[src/rtl/packer_pkg.sv]
// Shared types and helpers for sample_packer.
package packer_pkg;

    typedef enum logic [1:0] {ST_IDLE, ST_FILL, ST_STOP} packer_state_e;

    function automatic int cnt_w(input int par);
        return $clog2(par);
    endfunction

endpackage

[src/rtl/sample_packer.sv]
// Serial-to-parallel packer: PAR_FACTOR samples per vector, s_last flushes early.
// Optional PACKER_OVF_STOP_EN adds acc_ovf/stopped sticky stop on accumulator overflow.
module sample_packer
    import packer_pkg::*;
#(
    parameter int PAR_FACTOR = 4,
    parameter int DATA_WIDTH = 4
) (
    input  logic                  clk,
    input  logic                  rst,
    input  logic                  s_valid,
    output logic                  s_ready,
    input  logic [DATA_WIDTH-1:0] s_data,
    input  logic                  s_last,
    input  logic                  hold,
    output logic [DATA_WIDTH-1:0] m_data [PAR_FACTOR],
    output logic                  m_en,
    output logic [PAR_FACTOR-1:0] m_lane_vld
`ifdef PACKER_OVF_STOP_EN
    ,
    input  logic                  acc_ovf,
    output logic                  stopped
`endif
);

    localparam int               CNT_W    = cnt_w(PAR_FACTOR);
    localparam logic [CNT_W-1:0] CNT_LAST = CNT_W'(PAR_FACTOR - 1);

    packer_state_e state, state_next;

    logic [CNT_W-1:0]      cnt;
    logic [DATA_WIDTH-1:0] lane_buf [PAR_FACTOR];
    logic [DATA_WIDTH-1:0] emit_vec [PAR_FACTOR];
    logic [PAR_FACTOR-1:0] lane_we;
    logic [PAR_FACTOR-1:0] vld_next;
    logic                  halted;
    logic                  accept;
    logic                  emit;

`ifdef PACKER_OVF_STOP_EN
    assign halted  = (state == ST_STOP);
    assign stopped = halted;
`else
    assign halted  = 1'b0;
`endif

    assign s_ready = rst && !hold && !halted;
    assign accept  = s_valid && s_ready;
    assign emit    = accept && ((cnt == CNT_LAST) || s_last);

    always_ff @(posedge clk) begin
        if (!rst) begin
            state <= ST_IDLE;
        end else begin
            state <= state_next;
        end
    end

    always_comb begin
        state_next = state;
        unique case (state)
            ST_IDLE: if (accept && !emit) state_next = ST_FILL;
            ST_FILL: if (emit)            state_next = ST_IDLE;
            default:                      state_next = state;
        endcase
`ifdef PACKER_OVF_STOP_EN
        // The beat accepted alongside acc_ovf is still buffered/emitted this edge.
        if (acc_ovf) state_next = ST_STOP;
`endif
    end

    always_comb begin
        lane_we  = '0;
        vld_next = '0;
        for (int unsigned i = 0; i < PAR_FACTOR; i++) begin
            lane_we[i]  = accept && (32'(cnt) == i);
            vld_next[i] = (i <= 32'(cnt));
            if (i < 32'(cnt)) begin
                emit_vec[i] = lane_buf[i];
            end else if (lane_we[i]) begin
                emit_vec[i] = s_data;
            end else begin
                emit_vec[i] = '0;
            end
        end
    end

    always_ff @(posedge clk) begin
        if (!rst) begin
            cnt <= '0;
        end else if (emit) begin
            cnt <= '0;
        end else if (accept) begin
            cnt <= cnt + CNT_W'(1);
        end
    end

    always_ff @(posedge clk) begin
        for (int unsigned i = 0; i < PAR_FACTOR; i++) begin
            if (!rst || emit) begin
                lane_buf[i] <= '0;
            end else if (lane_we[i]) begin
                lane_buf[i] <= s_data;
            end
        end
    end

    always_ff @(posedge clk) begin
        if (!rst) begin
            m_en       <= 1'b0;
            m_lane_vld <= '0;
            for (int unsigned i = 0; i < PAR_FACTOR; i++) begin
                m_data[i] <= '0;
            end
        end else begin
            m_en <= emit;
            if (emit) begin
                m_lane_vld <= vld_next;
                for (int unsigned i = 0; i < PAR_FACTOR; i++) begin
                    m_data[i] <= emit_vec[i];
                end
            end
        end
    end

endmodule

[config.mk]
export PLATFORM = sky130hd
export DESIGN_NAME = sample_packer
export DESIGN_NICKNAME = d
export VERILOG_FILES = /design/src/rtl/packer_pkg.sv /design/src/rtl/sample_packer.sv
export SDC_FILE = /design/constraint.sdc
export NUM_CORES = 1
export LEC_CHECK = 0
export BUFFER_PORTS_ARGS = -buffer_cell sky130_fd_sc_hd__buf_2
export CAP_MARGIN = 25
export CELL_PAD_IN_SITES_DETAIL_PLACEMENT = 0
export CELL_PAD_IN_SITES_GLOBAL_PLACEMENT = 1
export CORE_ASPECT_RATIO = 1.5
export CORE_UTILIZATION = 35
export DETAILED_ROUTE_END_ITERATION = 16
export GPL_TIMING_DRIVEN = 1
export PLACE_DENSITY_LB_ADDON = 0.15
export SYNTH_ARGS = -nofsm -noshare
export SYNTH_HDL_FRONTEND = slang
export SYNTH_SLANG_ARGS = --single-unit
[constraint.sdc]
create_clock -name clk -period 3.5 [get_ports clk]
set_clock_uncertainty 0.2 [all_clocks]
set_input_delay 0.7 -clock clk [delete_from_list [all_inputs] [get_ports clk]]
set_output_delay 0.7 -clock clk [all_outputs]
set_load 0.01 [all_outputs]
==> results of run 1 <==
-- metal layers --
| metal | vias up | routed length (um) | part of all wire (%) | global-route usage [%] |
|---|---|---|---|---|
| met5 | - | 0 | 0 | 0 |
| met4 | 0 | 36 | 1.0 | 3.99 |
| met3 | 4 | 163 | 4.7 | 3.74 |
| met2 | 36 | 1690 | 49 | 26.6 |
| met1 | 544 | 1580 | 46 | 19.4 |
| li1 | 562 | - | - | - |
-- worst min path at each step --
stage / from / end / slack, ns / cells past startpoint
global route: m_data[11]$_SDFFE_PN0P_ / m_data[11]$_SDFFE_PN0P_ / 0.29 / 1
finish: m_lane_vld[2]$_SDFFE_PN0P_ / m_lane_vld[2]$_SDFFE_PN0P_ / 0.26 / 2
detailed placement: m_lane_vld[2]$_SDFFE_PN0P_ / m_lane_vld[2]$_SDFFE_PN0P_ / 0.25 / 2
floorplan: lane_buf[1][3]$_SDFFCE_PN0P_ / m_data[7]$_SDFFE_PN0P_ / 0.27 / 2
global placement: m_lane_vld[2]$_SDFFE_PN0P_ / m_lane_vld[2]$_SDFFE_PN0P_ / 0.25 / 2
CTS: m_lane_vld[2]$_SDFFE_PN0P_ / m_lane_vld[2]$_SDFFE_PN0P_ / 0.26 / 2
-- power groups by stage --
stage / registers (mW) / clock network [mW] / logic (mW)
after floorplan: 0.452 / 0 / 0.0366
after detailed placement: 0.451 / 0 / 0.0649
final: 0.442 / 0.276 / 0.0642
after CTS: 0.442 / 0.281 / 0.0649
after global placement: 0.450 / 0 / 0.0639
after global routing: 0.443 / 0.298 / 0.0708
-- metrics by stage --
step,setup WS (ns),hold slack [ns]
after floorplan,1.55,0.274
after global placement,1.17,0.251
after detailed placement,1.13,0.255
after CTS,1.17,0.264
after global routing,1.01,0.287
final,1.16,0.259
-- kinds of logic after synthesis --
kind of cell / Yosys count
compound gates: 29
xor+xnor: 1
fa+ha+maj: 4
buf+inv: 12
flops: 35
mux: 7
simple gates: 52
-- flip-flops by register name (all words and copies together), names as in the netlist --
| signal | cells |
|---|---|
| m_en | 1 |
| m_data | 16 |
| m_lane_vld | 4 |
| cnt | 2 |
| lane_buf | 12 |
-- worst max-delay path: stages, from the launching register on --
cell and delay (ns):
dfxtp_1 0.42, ha_1 0.34, or2_1 0.40, a21oi_2 0.44, nand2_1 0.22
-- layout by cell type, fill, tap and decap left out, types with 5 or more instances in the layout --
cell type  instances
buf_2             30
dfxtp_1           23
nand2_1           18
and2_1            13
edfxtp_1          12
mux2i_1            7
o221a_1            6
o21ai_0            5
clkbuf_8           5
-- cell type report --
class	count	share of cell area, %
clock inverter	1	0.282
tap	46	3.24
multi-input combinational	93	36.5
clock buffer	7	4.30
sequential	35	46.2
timing repair buffer	30	8.45
inverter	5	1.06
==> impl_metrics.ini, run 1 <==
[run_status]
status = complete, no violations

[floorplanning]
num_rows = 29
core-area_um2 = 4210
boundaryPins = 31
dieArea_um2 = 4670
fp.dieW_um = 56.1
die_h_um = 83.2
start_util_pct = 36.5

[logic_synthesis]
syn-cell-area_um2 = 1540
yosysWarnings = 0
synthDistinctLibCells = 34
synth_adder_area_share_pct = 3.25
avgSynthCellArea_um2 = 11.0
ys_top_cells_by_area = dfxtp_1 (30%), edfxtp_1 (23%), and2_1 (5.3%), mux2i_1 (4.6%), nand2_1 (4.4%)
synth_top_family_by_area = simple AND/OR/NAND/NOR gates
synth_compound_area_share_pct = 15.0
synth_top_area_share_pct = 29.9
synth.mux.area_fraction_pct = 4.56
ys.flop_type = dfxtp_1
netlist_instances = 140
yosys_register_bits = 35
yosysSeqAreaShare_pct = 53.4
syn_nets = 153
synth_xor_area_share_pct = 0.570
yosysMostFrequentCell = dfxtp_1
synthSimpleGateAreaFrac_pct = 18.8
netlist_top_cells_count = dfxtp_1 (23), nand2_1 (18), and2_1 (13)
synth-async-reset-ratio_pct = 0
synth_largest_area_cell = dfxtp_1
synth_edf_count = 12

[place]
place_area_um2 = 1700
dp.final_hpwl_mm = 2.52
io_buffers = 30
place_inst = 209
gp_congestion = 0.751

[worst_setup_path]
crit_required_ns = 3.29
startpoint = cnt[1]$_SDFFE_PP0P_
worstPathMaxFanout = 12
rrSetupSlack_ns = 1.16
arrival_ns = 2.12
rr_endpoint = lane_buf[0][4]$_SDFFCE_PN0P_
worstReg2RegStart = cnt[1]$_SDFFE_PP0P_
rr_worst_depth = 4
crit_type = flop to flop
crit_end = lane_buf[0][4]$_SDFFCE_PN0P_
crit_path_end_kind = flop
critPathLaunchType = flop

[sta]
hold_viol = 0
tns_ns = 0
max_freq_mhz = 428
tightestPinTransition_ns = 0.531
rsz0062_at_grt = false
period_minus_slack_ns = 2.34
max_slew_margin_pct = 64.6
slew_viol_final = 0
setup_viol = 0
fin_crit_sh_pct = 66.7

[global_route]
grt_pass1_vias = 1131
grt-ovfl-total = 0
grt_first_pass_wirelength_mm = 5.63
antenna_found_initial = 0
grt_util_all_layers_pct = 15.5
grt_start_max_net_pins = 17

[min_path]
holdCritPathClass = flop to flop

[power_and_ir_drop]
switching_share_pct = 23.5
p_sw_mw = 0.184
clockPowerShare_pct = 35.3
p_int_mw = 0.598
ir_worst_vdd_mv = 0.317
comb_power_share_pct = 8.2
powerDensity_nw_per_um2 = 440
seqPwrFrac_pct = 56.5
p_leak_nw = 0.791
p_total_mw = 0.782

[cts]
cts_setup_buffers = 0
cts_hold_buf = 0
clkSlewWorstSetupHoldPaths_ns = 0.07
h-tree-depth = 2
clock-root-buffer = clkbuf_8
ctsResizeCount = 0
numCtsBuffers = 5
insertion_delay_ns = 0.28
cts_tree = done
cts.sinks = 35
cts_buffer_depth = 2

[cells_and_area]
regArea_um2 = 821
n_fill_cell = 418
drive_gt1_share_pct = 23.4
fin_cells = 217
finalInstanceArea_um2 = 1780
syn2layout_area_growth_pct = 15.5
diodes = 0
multiInputGateArea_um2 = 648
final_core_util_pct = 42.2
num-nets-final = 183

[route]
routed_wl_mm = 3.47
wire_per_inst_um = 16.0
drc = 0
drtIter0Drc = 25
drtPass1Iterations = 4
postRouteAntennaNets = 0
vias = 1146
viasPerCell = 5.28

[job]
maxCapViolCount = 0
No activity file was read; power rests on OpenSTA's default activity.
==> run 2, diff against run 1 <==
==> constraint.sdc (replaced) <==
create_clock -name clk -period 2.2 [get_ports clk]
set_clock_uncertainty 0.2 [all_clocks]
set_input_delay 0.44 -clock clk [delete_from_list [all_inputs] [get_ports clk]]
set_output_delay 0.44 -clock clk [all_outputs]
set_load 0.01 [all_outputs]
==> run 2 against run 1 <==
  * Routed wire length fell by 0.89%
  * Cell count rose by 3.2%
  * Setup slack got worse by 0.84 ns
  * Power rose by 75%
  * Sequential share of layout area fell by 1.9 points
  * Critical endpoint is now lane_buf[0][7]$_SDFFCE_PN0P_
  * Largest cell class unchanged
==> impl_metrics.ini, run 2 (synthesis results as in run 1) <==
[job]
maxCapViolCount = 0

[route]
postRouteAntennaNets = 0
drtIter0Drc = 29
viasPerCell = 5.40
vias = 1209
routed_wl_mm = 3.44
drtPass1Iterations = 4
wire_per_inst_um = 15.3
drc = 0

[cells_and_area]
syn2layout_area_growth_pct = 20.6
n_fill_cell = 416
largest_reg_flops = 16
num-nets-final = 190
diodes = 0
regArea_um2 = 821
final_common_cell = buf_2
finalInstanceArea_um2 = 1850
biggestRegsByFlops = m_data x16, lane_buf x12, m_lane_vld x4
top_register = m_data
multiInputGateArea_um2 = 648
drive_gt1_share_pct = 26.4
layout_common_cells = buf_2 (30), dfxtp_1 (23), nand2_1 (18), and2_1 (13), edfxtp_1 (12)

[global_route]
grt_pass1_vias = 1154
met3_usage_pct = 3.89
antenna_found_initial = 0
grt_first_pass_wirelength_mm = 5.67
met2_usage_pct = 27.2
met1_usage_pct = 19.1
top_usage_layer = met2
grt_util_all_layers_pct = 16.1
grt_start_max_net_pins = 13
grt-ovfl-total = 0

[floorplanning]
fp.dieW_um = 56.1
die_h_um = 83.2
num_rows = 29
dieArea_um2 = 4670
boundaryPins = 31
start_util_pct = 36.5
core-area_um2 = 4210

[sta]
slew_viol_final = 0
period_minus_slack_ns = 1.88
hold_viol = 0
max_freq_mhz = 533
max_slew_margin_pct = 76.3
fin_crit_sh_pct = 85.3
setup_viol = 0
rsz0062_at_grt = false
tns_ns = 0
tightestPinTransition_ns = 0.356

[min_path]
holdCritPathClass = input port to flop

[worst_setup_path]
arrival_ns = 1.69
worstPathCellList = ha_1 -> or2_1 -> a21oi_2 -> nand2_1
crit_required_ns = 2.01
critPathMaxStageDelay_ns = 0.42
crit_type = flop to flop
path_delay_family = simple AND/OR/NAND/NOR gates
crit_path_end_kind = flop
crit_buf_inv = 0
crit_slowest_cell = dfxtp_1
critPathLaunchType = flop
rrSetupSlack_ns = 0.32
worstPathMaxFanout = 12

[cts]
h-tree-depth = 2
ctsResizeCount = 0
clkSlewWorstSetupHoldPaths_ns = 0.07
numCtsBuffers = 5
clock-root-buffer = clkbuf_8
cts.sinks = 35
cts_setup_buffers = 0
cts_hold_buf = 0
cts_tree = done
cts_buffer_depth = 2
insertion_delay_ns = 0.28

[place]
io_buffers = 30
gp_congestion = 0.785
place_area_um2 = 1750
dp.final_hpwl_mm = 2.54

[power_and_ir_drop]
powerDensity_nw_per_um2 = 736
p_leak_nw = 0.836
ir_worst_vdd_mv = 0.483

[run_status]
status = complete, no violations
run 2: cell count changes in the layout (fill, tap and decap cells not counted):
cell | previous run | this run
clkinv_2 | 1 | 0
buf_4 | 0 | 7
bufinv_16 | 0 | 1
run 2: layout make-up:
class	instances	area share, %
Clock buffer	7	4.12
Clock inverter	1	1.62
Inverter	5	1.01
Multi-Input combinational cell	93	35.0
Sequential cell	35	44.3
Tap cell	46	3.10
Timing Repair Buffer	37	10.9
run 2: final timing paths:
check                                               endpoint  depth (start not counted)                        from
worst max-delay path            lane_buf[0][7]$_SDFFCE_PN0P_                          4         cnt[1]$_SDFFE_PP0P_
worst min-delay path              m_lane_vld[3]$_SDFFE_PN0P_                          2                      s_last
worst max register to register  lane_buf[0][7]$_SDFFCE_PN0P_                          4         cnt[1]$_SDFFE_PP0P_
worst min register to register    m_lane_vld[0]$_SDFFE_PN0P_                          1  m_lane_vld[0]$_SDFFE_PN0P_
run 2: per-layer routing:
metal	wire length, um	up-vias
met4	65	0
met5	0	-
met1	1500	586
li1	-	579
met2	1710	37
met3	161	7
run 2: stage by stage:
stage          setup slack [ns]  cells  hold WS, ns  power, mW  utilization (%)
4_1_cts                   0.303    224        0.204       1.38             44.1
5_1_grt                   0.162    224        0.232       1.42             44.1
3_3_place_gp              0.364    216        0.242      0.826             41.5
6_report                  0.324    224        0.215       1.37             44.1
2_1_floorplan             0.272    140        0.274      0.778                -
3_5_place_dp              0.314    216        0.249      0.828             41.5
run 2: power breakdown:
part	internal (mW)	total, mW	leakage (nW)	switching, mW
clock network	0.339	0.553	0.0524	0.215
logic	0.0442	0.110	0.471	0.0659
registers	0.692	0.702	0.313	0.00979
total	1.08	1.37	0.836	0.290
